## src/rtl/ex_issue_stage_pkg.sv

```systemverilog
`default_nettype none
// ============================================================================
//  Module      : ex_issue_stage_pkg
//  Description : Shared ALU opcode enum, issue-stage widths, the buffered
//                entry type and the forwarding match helper.
//  Revision    : 1.0 - initial release
// ============================================================================
package ex_issue_stage_pkg;

  localparam int XLEN = 32;
  localparam int REGW = 5;

  // Operation codes understood by the execute-stage ALU.
  typedef enum logic [3:0] {
    ALU_ADD   = 4'd0,
    ALU_SUB   = 4'd1,
    ALU_AND   = 4'd2,
    ALU_OR    = 4'd3,
    ALU_XOR   = 4'd4,
    ALU_SLL   = 4'd5,
    ALU_SRL   = 4'd6,
    ALU_SRA   = 4'd7,
    ALU_SLT   = 4'd8,
    ALU_SLTU  = 4'd9,
    ALU_PASSY = 4'd10
  } AluOp;

  // One buffered issue entry (main or skid slot).
  typedef struct packed {
    logic            valid;
    AluOp            op;
    logic [XLEN-1:0] x;
    logic [XLEN-1:0] y;
    logic [REGW-1:0] rs1;
    logic [REGW-1:0] rs2;
    logic            use_rs1;
    logic            use_rs2;
    logic [REGW-1:0] rd;
    logic            wen;
  } ex_entry_t;

  // A bypass port matches an operand only when the operand really reads a
  // register other than x0 and the producer is writing that register.
  function automatic logic fwd_match(input logic            wen,
                                     input logic [REGW-1:0] rd,
                                     input logic            use_rs,
                                     input logic [REGW-1:0] rs);
    return use_rs && (rs != '0) && wen && (rd == rs);
  endfunction

endpackage
`default_nettype wire

```

## src/rtl/ex_issue_stage_if.sv

```systemverilog
`default_nettype none
// ============================================================================
//  Module      : ex_issue_stage_if
//  Description : Decode-side valid/ready entry bus plus the ALU / EX-MEM side
//                outputs of the issue stage. The master modport is the
//                environment (decode + downstream), slave is the issue stage.
//  Revision    : 1.0 - initial release
// ============================================================================
interface ex_issue_stage_if;
  import ex_issue_stage_pkg::*;

  logic            in_valid;
  logic            in_ready;
  AluOp            in_op;
  logic [XLEN-1:0] in_x;
  logic [XLEN-1:0] in_y;
  logic [REGW-1:0] in_rs1;
  logic [REGW-1:0] in_rs2;
  logic            in_use_rs1;
  logic            in_use_rs2;
  logic [REGW-1:0] in_rd;
  logic            in_wen;

  logic            out_valid;
  logic            out_ready;
  logic [XLEN-1:0] alu_x;
  logic [XLEN-1:0] alu_y;
  AluOp            alu_s;
  logic [REGW-1:0] out_rd;
  logic            out_wen;

  modport master (
    output in_valid, in_op, in_x, in_y, in_rs1, in_rs2,
           in_use_rs1, in_use_rs2, in_rd, in_wen, out_ready,
    input  in_ready, out_valid, alu_x, alu_y, alu_s, out_rd, out_wen
  );

  modport slave (
    input  in_valid, in_op, in_x, in_y, in_rs1, in_rs2,
           in_use_rs1, in_use_rs2, in_rd, in_wen, out_ready,
    output in_ready, out_valid, alu_x, alu_y, alu_s, out_rd, out_wen
  );

endinterface
`default_nettype wire

```

## src/rtl/ex_issue_stage_fwd_mux.sv

```systemverilog
`default_nettype none
// ============================================================================
//  Module      : ex_fwd_mux
//  Description : Resolves one stored operand against the MEM and WB bypass
//                ports (MEM has priority). The hit flag tells the owner to
//                write the resolved value back into its stored operand.
//                Build macro: EX_FWD_EN (undefined = pass stored value, no hit).
//  Revision    : 1.0 - initial release
// ============================================================================
module ex_fwd_mux
  import ex_issue_stage_pkg::*;
(
  input  wire logic [XLEN-1:0] i_val,
  input  wire logic [REGW-1:0] i_rs,
  input  wire logic            i_use,
  input  wire logic            i_mem_wen,
  input  wire logic [REGW-1:0] i_mem_rd,
  input  wire logic [XLEN-1:0] i_mem_data,
  input  wire logic            i_wb_wen,
  input  wire logic [REGW-1:0] i_wb_rd,
  input  wire logic [XLEN-1:0] i_wb_data,
  output logic      [XLEN-1:0] o_val,
  output logic                 o_hit
);

`ifdef EX_FWD_EN
  // Priority select: MEM is the younger producer, so it wins over WB.
  always_comb begin
    o_val = i_val;
    o_hit = 1'b0;
    if (fwd_match(i_mem_wen, i_mem_rd, i_use, i_rs)) begin
      o_val = i_mem_data;
      o_hit = 1'b1;
    end else if (fwd_match(i_wb_wen, i_wb_rd, i_use, i_rs)) begin
      o_val = i_wb_data;
      o_hit = 1'b1;
    end
  end
`else
  // Hazards are interlocked in decode; bypass inputs are deliberately unused.
  wire logic w_unused_fwd = ^{i_rs, i_use, i_mem_wen, i_mem_rd, i_mem_data,
                              i_wb_wen, i_wb_rd, i_wb_data};

  assign o_val = i_val;
  assign o_hit = 1'b0;
`endif

endmodule
`default_nettype wire

```

## src/rtl/ex_issue_stage.sv

```systemverilog
`default_nettype none
// ============================================================================
//  Module      : ex_issue_stage
//  Description : ID/EX issue stage. Two-entry (main + skid) buffer behind a
//                valid/ready handshake, MEM/WB operand forwarding with
//                in-place refresh of stalled entries, synchronous flush.
//                Build macro: EX_FWD_EN enables forwarding and refresh.
//  Revision    : 1.0 - initial release
// ============================================================================
module ex_issue_stage
  import ex_issue_stage_pkg::*;
(
  input  wire logic            clk,
  input  wire logic            rst,
  input  wire logic            flush,
  input  wire logic            fwd_mem_wen,
  input  wire logic [REGW-1:0] fwd_mem_rd,
  input  wire logic [XLEN-1:0] fwd_mem_data,
  input  wire logic            fwd_wb_wen,
  input  wire logic [REGW-1:0] fwd_wb_rd,
  input  wire logic [XLEN-1:0] fwd_wb_data,
  ex_issue_stage_if.slave      bus
);

  ex_entry_t       r_main;
  ex_entry_t       r_skid;

  ex_entry_t       w_in_entry;
  ex_entry_t       w_main_ref;
  ex_entry_t       w_skid_ref;
  logic            w_accept;
  logic            w_pop;
  logic            w_in_ready;

  logic [XLEN-1:0] w_mx;
  logic [XLEN-1:0] w_my;
  logic [XLEN-1:0] w_sx;
  logic [XLEN-1:0] w_sy;
  logic            w_mx_hit;
  logic            w_my_hit;
  logic            w_sx_hit;
  logic            w_sy_hit;

  // Readiness depends only on stored state, never on out_ready.
  assign w_in_ready = !r_skid.valid && !rst;
  assign w_accept   = bus.in_valid && w_in_ready;
  assign w_pop      = r_main.valid && bus.out_ready;

  // Pack the decode-side fields into an entry.
  always_comb begin
    w_in_entry         = '0;
    w_in_entry.valid   = 1'b1;
    w_in_entry.op      = bus.in_op;
    w_in_entry.x       = bus.in_x;
    w_in_entry.y       = bus.in_y;
    w_in_entry.rs1     = bus.in_rs1;
    w_in_entry.rs2     = bus.in_rs2;
    w_in_entry.use_rs1 = bus.in_use_rs1;
    w_in_entry.use_rs2 = bus.in_use_rs2;
    w_in_entry.rd      = bus.in_rd;
    w_in_entry.wen     = bus.in_wen;
  end

  ex_fwd_mux u_fwd_main_x (
    .i_val(r_main.x), .i_rs(r_main.rs1), .i_use(r_main.use_rs1),
    .i_mem_wen(fwd_mem_wen), .i_mem_rd(fwd_mem_rd), .i_mem_data(fwd_mem_data),
    .i_wb_wen(fwd_wb_wen), .i_wb_rd(fwd_wb_rd), .i_wb_data(fwd_wb_data),
    .o_val(w_mx), .o_hit(w_mx_hit)
  );

  ex_fwd_mux u_fwd_main_y (
    .i_val(r_main.y), .i_rs(r_main.rs2), .i_use(r_main.use_rs2),
    .i_mem_wen(fwd_mem_wen), .i_mem_rd(fwd_mem_rd), .i_mem_data(fwd_mem_data),
    .i_wb_wen(fwd_wb_wen), .i_wb_rd(fwd_wb_rd), .i_wb_data(fwd_wb_data),
    .o_val(w_my), .o_hit(w_my_hit)
  );

  ex_fwd_mux u_fwd_skid_x (
    .i_val(r_skid.x), .i_rs(r_skid.rs1), .i_use(r_skid.use_rs1),
    .i_mem_wen(fwd_mem_wen), .i_mem_rd(fwd_mem_rd), .i_mem_data(fwd_mem_data),
    .i_wb_wen(fwd_wb_wen), .i_wb_rd(fwd_wb_rd), .i_wb_data(fwd_wb_data),
    .o_val(w_sx), .o_hit(w_sx_hit)
  );

  ex_fwd_mux u_fwd_skid_y (
    .i_val(r_skid.y), .i_rs(r_skid.rs2), .i_use(r_skid.use_rs2),
    .i_mem_wen(fwd_mem_wen), .i_mem_rd(fwd_mem_rd), .i_mem_data(fwd_mem_data),
    .i_wb_wen(fwd_wb_wen), .i_wb_rd(fwd_wb_rd), .i_wb_data(fwd_wb_data),
    .o_val(w_sy), .o_hit(w_sy_hit)
  );

  // Refreshed copies: forward-matched operands overwrite the stored ones.
  always_comb begin
    w_main_ref = r_main;
    w_skid_ref = r_skid;
    if (w_mx_hit) w_main_ref.x = w_mx;
    if (w_my_hit) w_main_ref.y = w_my;
    if (w_sx_hit) w_skid_ref.x = w_sx;
    if (w_sy_hit) w_skid_ref.y = w_sy;
  end

  // Buffer update: hold+refresh, skid->main move, or accept into a free slot.
  always_ff @(posedge clk) begin
    if (rst) begin
      r_main <= '0;
      r_skid <= '0;
    end else if (flush) begin
      r_main.valid <= 1'b0;
      r_skid.valid <= 1'b0;
    end else if (r_main.valid && !w_pop) begin
      // Main is stalled: both slots keep their (refreshed) contents.
      r_main <= w_main_ref;
      if (r_skid.valid) begin
        r_skid <= w_skid_ref;
      end else if (w_accept) begin
        r_skid <= w_in_entry;
      end
    end else if (r_skid.valid) begin
      // Main leaves and skid slides forward with refreshed operands.
      r_main <= w_skid_ref;
      if (w_accept) begin
        r_skid <= w_in_entry;
      end else begin
        r_skid.valid <= 1'b0;
      end
    end else if (w_accept) begin
      r_main <= w_in_entry;
    end else begin
      r_main.valid <= 1'b0;
    end
  end

  assign bus.in_ready  = w_in_ready;
  assign bus.out_valid = r_main.valid;
  assign bus.alu_x     = r_main.valid ? w_mx      : '0;
  assign bus.alu_y     = r_main.valid ? w_my      : '0;
  assign bus.alu_s     = r_main.valid ? r_main.op : ALU_ADD;
  assign bus.out_rd    = r_main.valid ? r_main.rd : '0;
  assign bus.out_wen   = r_main.valid && r_main.wen;

endmodule
`default_nettype wire

```

## src/flat_wrapper.sv

```systemverilog
// flat-port wrapper written by rule: the top's interface ports become plain ports
module ex_issue_stage_flat import ex_issue_stage_pkg::*;
  (clk, rst, flush, fwd_mem_wen, fwd_mem_rd, fwd_mem_data, fwd_wb_wen, fwd_wb_rd, fwd_wb_data, bus_in_valid, bus_in_op, bus_in_x, bus_in_y, bus_in_rs1, bus_in_rs2, bus_in_use_rs1, bus_in_use_rs2, bus_in_rd, bus_in_wen, bus_out_ready, bus_in_ready, bus_out_valid, bus_alu_x, bus_alu_y, bus_alu_s, bus_out_rd, bus_out_wen);
  ex_issue_stage_if bus_i ();
  input  wire logic clk;
  input  wire logic rst;
  input  wire logic flush;
  input  wire logic fwd_mem_wen;
  input  wire logic [REGW-1:0] fwd_mem_rd;
  input  wire logic [XLEN-1:0] fwd_mem_data;
  input  wire logic fwd_wb_wen;
  input  wire logic [REGW-1:0] fwd_wb_rd;
  input  wire logic [XLEN-1:0] fwd_wb_data;
  input wire logic [$bits(bus_i.in_valid)-1:0] bus_in_valid;
  input wire logic [$bits(bus_i.in_op)-1:0] bus_in_op;
  input wire logic [$bits(bus_i.in_x)-1:0] bus_in_x;
  input wire logic [$bits(bus_i.in_y)-1:0] bus_in_y;
  input wire logic [$bits(bus_i.in_rs1)-1:0] bus_in_rs1;
  input wire logic [$bits(bus_i.in_rs2)-1:0] bus_in_rs2;
  input wire logic [$bits(bus_i.in_use_rs1)-1:0] bus_in_use_rs1;
  input wire logic [$bits(bus_i.in_use_rs2)-1:0] bus_in_use_rs2;
  input wire logic [$bits(bus_i.in_rd)-1:0] bus_in_rd;
  input wire logic [$bits(bus_i.in_wen)-1:0] bus_in_wen;
  input wire logic [$bits(bus_i.out_ready)-1:0] bus_out_ready;
  output wire logic [$bits(bus_i.in_ready)-1:0] bus_in_ready;
  output wire logic [$bits(bus_i.out_valid)-1:0] bus_out_valid;
  output wire logic [$bits(bus_i.alu_x)-1:0] bus_alu_x;
  output wire logic [$bits(bus_i.alu_y)-1:0] bus_alu_y;
  output wire logic [$bits(bus_i.alu_s)-1:0] bus_alu_s;
  output wire logic [$bits(bus_i.out_rd)-1:0] bus_out_rd;
  output wire logic [$bits(bus_i.out_wen)-1:0] bus_out_wen;
  assign bus_i.in_valid = bus_in_valid;
  assign bus_i.in_op = bus_in_op;
  assign bus_i.in_x = bus_in_x;
  assign bus_i.in_y = bus_in_y;
  assign bus_i.in_rs1 = bus_in_rs1;
  assign bus_i.in_rs2 = bus_in_rs2;
  assign bus_i.in_use_rs1 = bus_in_use_rs1;
  assign bus_i.in_use_rs2 = bus_in_use_rs2;
  assign bus_i.in_rd = bus_in_rd;
  assign bus_i.in_wen = bus_in_wen;
  assign bus_i.out_ready = bus_out_ready;
  assign bus_in_ready = bus_i.in_ready;
  assign bus_out_valid = bus_i.out_valid;
  assign bus_alu_x = bus_i.alu_x;
  assign bus_alu_y = bus_i.alu_y;
  assign bus_alu_s = bus_i.alu_s;
  assign bus_out_rd = bus_i.out_rd;
  assign bus_out_wen = bus_i.out_wen;
  ex_issue_stage u_core (.clk(clk), .rst(rst), .flush(flush), .fwd_mem_wen(fwd_mem_wen), .fwd_mem_rd(fwd_mem_rd), .fwd_mem_data(fwd_mem_data), .fwd_wb_wen(fwd_wb_wen), .fwd_wb_rd(fwd_wb_rd), .fwd_wb_data(fwd_wb_data), .bus(bus_i));
endmodule
```

## config.mk

```make
export PLATFORM = sky130hd
export DESIGN_NAME = ex_issue_stage_flat
export DESIGN_NICKNAME = d
export VERILOG_FILES = /design/src/rtl/ex_issue_stage_pkg.sv /design/src/rtl/ex_issue_stage_if.sv /design/src/rtl/ex_issue_stage_fwd_mux.sv /design/src/rtl/ex_issue_stage.sv /design/src/flat_wrapper.sv
export SDC_FILE = /design/constraint.sdc
export NUM_CORES = 1
export LEC_CHECK = 0
export ABC_AREA = 1
export CAP_MARGIN = 20
export CORE_MARGIN = 1
export CORE_UTILIZATION = 25
export CTS_CLUSTER_SIZE = 20
export DETAILED_ROUTE_END_ITERATION = 12
export DONT_BUFFER_PORTS = 1
export PLACE_DENSITY_LB_ADDON = 0.12
export RECOVER_POWER = 100
export SYNTH_ARGS = -nofsm -noshare
export SYNTH_HDL_FRONTEND = slang
export SYNTH_HIERARCHICAL = 1
export SYNTH_SLANG_ARGS = --single-unit
```

## constraint.sdc

```tcl
create_clock -name clk -period 3.63 [get_ports clk]
set_clock_uncertainty 0.1 [all_clocks]
set_input_delay 0.726 -clock clk [delete_from_list [all_inputs] [get_ports clk]]
set_output_delay 0.726 -clock clk [all_outputs]
set_load 0.01 [all_outputs]
```

==> impl_metrics.csv, run 1 <==
group,metric,value,unit
drt,final_antenna_net_count,0,
clocking,hold_buffers,0,
floorplanning,io_pins,243,
job,maxCapViolations,0,
drt,routed_wl,33.9,mm
sta,rsz0062_at_grt,"no",
clocking,clock_sinks,150,
sta,drv_slew,0,
floorplanning,die_width,211,um
cells_and_area,stdcell_area,10800,sq um
setup_path,startpoint_type,"flop",
grt,grt-ovfl-total,0,
logic_synthesis,syn_nets,2144,
power,irDropWorstVdd,348,uV
setup_path,arrival,3.38,ns
clocking,h-tree-depth,4,
drt,num_vias,9781,
clocking,tritoncts,"yes",
logic_synthesis,syn_inst,1977,
setup_path,cp-end-kind,"flop",
cells_and_area,drive_above_1_share,4.45,%
floorplanning,row_count,76,
logic_synthesis,syn_area,10900,sq um
power,p_per_area,372,nW/um^2
power,leakage,6.14,nW
place,gp_congestion,0.716,
clocking,clk_latency,0.48,ns
sta,tightest_slew,1.05,ns
worst_hold_path,hold_depth,1,
drt,drt-vias-per-instance,4.15,
drt,wl_per_cell,14.4,um
sta,min_period_over_period,85.3,%
place,place_hpwl,19.2,mm
sta,hold_slack,0.191,ns
setup_path,critical_path_class,"reg2reg",
clocking,clock_path_buffers,2,
sta,min_period,3.10,ns
clocking,numCtsBuffers,17,
grt,grt_pass1_wl,53.4,mm
floorplanning,initial_utilization,25.3,%
cells_and_area,area_growth,-0.734,%
outcome,status,"complete, no violations",
clocking,cts_setup_buffers,0,
grt,grt_usage,16.0,%
logic_synthesis,ys.warnings.count,6,
clocking,cts-root-buf,"clkbuf_16",
grt,grt_max_degree,81,
cells_and_area,finalNetCount,1928,
logic_synthesis,avgSynthCellArea,5.52,sq um
clocking,ctsResizeCount,0,
cells_and_area,fin_util,25.2,%
drt,drc,0,
grt,antenna_found_initial,0,
sta,slew_headroom,30.2,%
sta,setup_viol,0,
worst_hold_path,min_path_type,"in2reg",
clocking,clk_pin_slew_worst_paths,0.07,ns
place,io_buffers,0,
floorplanning,die_area,44500,sq um
place,placed_area,10300,sq um
setup_path,critPathRequiredTime,3.91,ns
sta,setup_tns,0,ns
setup_path,crit_fanout,46,
cells_and_area,num_antenna_cells,0,
cells_and_area,most-common-layout-cells,"nand2_1 (698), inv_1 (337), nor2_1 (240)",
setup_path,reg2reg_depth,7,
drt,dr.pass1.iters,5,
floorplanning,die_y,211,um
cells_and_area,mostFrequentLayoutCell,"nand2_1",
grt,grt_pass1_vias,9348,
floorplanning,coreArea,43100,sq um
sta,clock.fmax,0.323,GHz
sta,hold_violations,0,
drt,drtIter0Drc,470,
-- area by class of cell --
cell class	count	area, sq um
Multi-Input combinational cell	1236	5080
Fill cell	4922	32200
Inverter	342	1290
Clock inverter	14	153
Clock buffer	18	439
Sequential cell	150	3010
Tap cell	585	732
Timing Repair Buffer	14	138
-- sequential cells by signal (all words and copies together), names as in the netlist --
name / cells
u_core/bus.out_valid: 1
u_core/r_main: 74
u_core/r_skid: 75
-- power by group --
part           internal [W]  switching (W)  leakage [nW]
clock network       0.00103       0.000851         0.287
logic              0.000130       0.000279          4.64
registers           0.00170      0.0000411          1.22
total               0.00286        0.00117          6.14
-- metal layers --
metal	vias up	GRT usage [%]	part of all wire [%]	wire, um
met5	-	0	0	0
met4	0	5.02	1.6	539
met3	27	4.83	5.0	1680
met2	155	25.8	45	15400
met1	4379	20.3	48	16300
li1	5220	-	-	-
-- metrics by stage --
stage	power [W]	cells	worst slack, ns
CTS	0.00415	2359	0.473
global route	0.00427	2359	0.236
detailed placement	0.00218	2327	0.770
global placement	0.00218	2327	0.779
finish	0.00403	2359	0.534
floorplan	0.00215	1977	1.64
-- worst paths after layout --
check                                 from                                 to  slack (ns)
max           u_core/r_skid[86]$_SDFF_PP0_     u_core/r_main[34]$_SDFFE_PP0P_        0.53
min                                  flush  u_core/bus.out_valid$_SDFFE_PP0N_        0.19
max reg2reg   u_core/r_skid[86]$_SDFF_PP0_     u_core/r_main[34]$_SDFFE_PP0P_        0.53
min reg2reg  u_core/r_main[1]$_SDFFE_PP0P_      u_core/r_main[1]$_SDFFE_PP0P_        0.36
-- critical path, cell delays in order (launching register included) --
cell and delay, ns:
dfxtp_1 0.72, inv_4 0.39, nand3_1 0.23, buf_4 0.57, nand2_1 0.10, buf_2 0.47, a21oi_1 0.29, nor2_1 0.06
Power figures use the tool's default switching activity.
==> inputs of run 2 (changes only) <==
GPL_ROUTABILITY_DRIVEN = 1   (was not set)
==> results of run 2 <==
No change in the layout: final DEF, timing and power equal those of run 1.
==> inputs of run 3 (changes only) <==
clock period = 3.6 ns   (was 3.63 ns; I/O delays follow)
==> run 3 against run 2 <==
Effect of this change: sequential cell count is the same; global-route usage shrank 0.40 points; die area did not move; critical endpoint is now u_core/r_main[32]$_SDFFE_PP0P_; fmax decreased by 1.2%; non-clock buffer count unchanged; cell area hardly changed; register-to-register slack lost 0.07 ns; critical path depth is 1 higher; highest routed layer unchanged.
==> impl_metrics.csv, run 3 (synthesized netlist as in run 1, its figures left out) <==
group,metric,value,unit
grt,grt_pass1_wl,52.5,mm
setup_path,cp-end-kind,"flop",
clocking,h-tree-depth,4,
sta,setup_ws,0.466,ns
power,irDropWorstVdd,287,uV
grt,grt_usage,15.6,%
setup_path,arrival,3.45,ns
sta,min_period_over_period,87.1,%
grt,grt_max_degree,91,
outcome,status,"complete, no violations",
clocking,clock_sinks,150,
sta,slew_headroom,14.8,%
grt,grt-ovfl-total,0,
drt,routed_wl,33.8,mm
sta,drv_slew,0,
setup_path,slowest_delay,0.97,ns
clocking,hold_buffers,0,
floorplanning,initial_utilization,25.3,%
place,gp_congestion,0.706,
cells_and_area,area_growth,-0.688,%
grt,grt_pass1_vias,9221,
clocking,numCtsBuffers,17,
cells_and_area,largest-register,"u_core/r_skid",
floorplanning,io_pins,243,
place,io_buffers,0,
clocking,cts-root-buf,"clkbuf_16",
power,p_per_area,375,nW/um^2
setup_path,critical_path_class,"reg2reg",
cells_and_area,drive_above_1_share,4.51,%
power,power,0.00407,W
clocking,tritoncts,"yes",
cells_and_area,largest_register_ffs,75,
setup_path,critPathRequiredTime,3.92,ns
sta,rsz0062_at_grt,"no",
job,maxCapViolations,0,
power,leakage,6.15,nW
floorplanning,die_y,211,um
setup_path,path_cells,"inv_4 -> nand3_2 -> clkbuf_2 -> nand2_2 -> buf_6 -> nand2_1 -> nand2_1 -> nor2_1",
setup_path,startpoint_type,"flop",
clocking,clk_latency,0.48,ns
cells_and_area,num_antenna_cells,0,
drt,drc,0,
floorplanning,die_width,211,um
floorplanning,coreArea,43100,sq um
sta,min_period,3.13,ns
drt,drt-vias-per-instance,4.10,
sta,hold_slack,0.195,ns
setup_path,cp_top_family,"buffers and inverters",
worst_hold_path,min_path_type,"in2reg",
place,place_hpwl,19.2,mm
sta,setup_viol,0,
sta,setup_tns,0,ns
setup_path,cp_num_buf_inv,3,
floorplanning,die_area,44500,sq um
setup_path,crit_slowest_cell,"clkbuf_2",
sta,tightest_slew,1.28,ns
sta,clock.fmax,0.319,GHz
clocking,clock_path_buffers,2,
clocking,ctsResizeCount,0,
cells_and_area,finalNetCount,1928,
drt,num_vias,9671,
drt,wl_per_cell,14.3,um
drt,dr.pass1.iters,5,
place,pre_cts_ws,0.731,ns
clocking,cts_setup_buffers,0,
grt,antenna_found_initial,0,
sta,hold_violations,0,
cells_and_area,most-common-layout-cells,"nand2_1 (697), inv_1 (337), nor2_1 (240)",
setup_path,worst_path_most_repeated_cell,"nand2_1",
drt,final_antenna_net_count,0,
clocking,clk_pin_slew_worst_paths,0.07,ns
cells_and_area,mostFrequentLayoutCell,"nand2_1",
floorplanning,row_count,76,
drt,drtIter0Drc,529,
cells_and_area,fill_cells,4953,
setup_path,crit_fanout,46,
==> run 3: routing by layer <==
layer | wire, um | track usage, % | vias up | share of wire [%]
met5 | 0 | 0 | - | 0
met4 | 387 | 4.40 | 0 | 1.1
met3 | 1680 | 4.82 | 21 | 5.0
met2 | 15300 | 25.4 | 144 | 45
met1 | 16400 | 19.7 | 4292 | 49
li1 | - | - | 5214 | -
==> run 3: path summary, 6_finish.rpt <==
check                                 startpoint                           endpoint  slack [ns]  depth (start not counted)
setup / recovery    u_core/r_skid[86]$_SDFF_PP0_     u_core/r_main[32]$_SDFFE_PP0P_        0.47                          8
setup reg to reg    u_core/r_skid[86]$_SDFF_PP0_     u_core/r_main[32]$_SDFFE_PP0P_        0.47                          8
hold reg to reg   u_core/r_main[84]$_SDFFE_PP0P_     u_core/r_main[84]$_SDFFE_PP0P_        0.36                          2
hold / removal                             flush  u_core/bus.out_valid$_SDFFE_PP0N_        0.19                          1
==> run 3: final cells by class <==
| class | count | area [sq um] | share of cell area (%) |
|---|---|---|---|
| tap | 585 | 732 | 6.75 |
| clock buffer | 20 | 468 | 4.32 |
| clock inverter | 12 | 126 | 1.17 |
| inverter | 342 | 1290 | 11.9 |
| sequential | 150 | 3010 | 27.7 |
| timing repair buffer | 14 | 133 | 1.22 |
| multi-input combinational | 1236 | 5080 | 46.9 |
==> run 3: metrics by stage <==
step | area (sq um) | instances | util (%)
floorplan | 10900 | 1977 | -
global placement | 10300 | 2327 | 23.9
detailed placement | 10300 | 2327 | 23.9
CTS | 10900 | 2359 | 25.3
global route | 10800 | 2359 | 25.2
finish | 10800 | 2359 | 25.2
==> run 3: worst reg2reg max path, cell delays in order (launching register included) <==
cell and delay (ns):
dfxtp_1 0.72, inv_4 0.38, nand3_2 0.22, clkbuf_2 0.97, nand2_2 0.10, buf_6 0.28, nand2_1 0.12, nand2_1 0.05
nor2_1 0.13
==> run 3: report_power, final <==
part           switching (W)  total, W  internal (W)
Combinational       0.000282  0.000414      0.000132
Sequential         0.0000415   0.00175       0.00171
Clock               0.000825   0.00190       0.00107
Total                0.00115   0.00407       0.00292
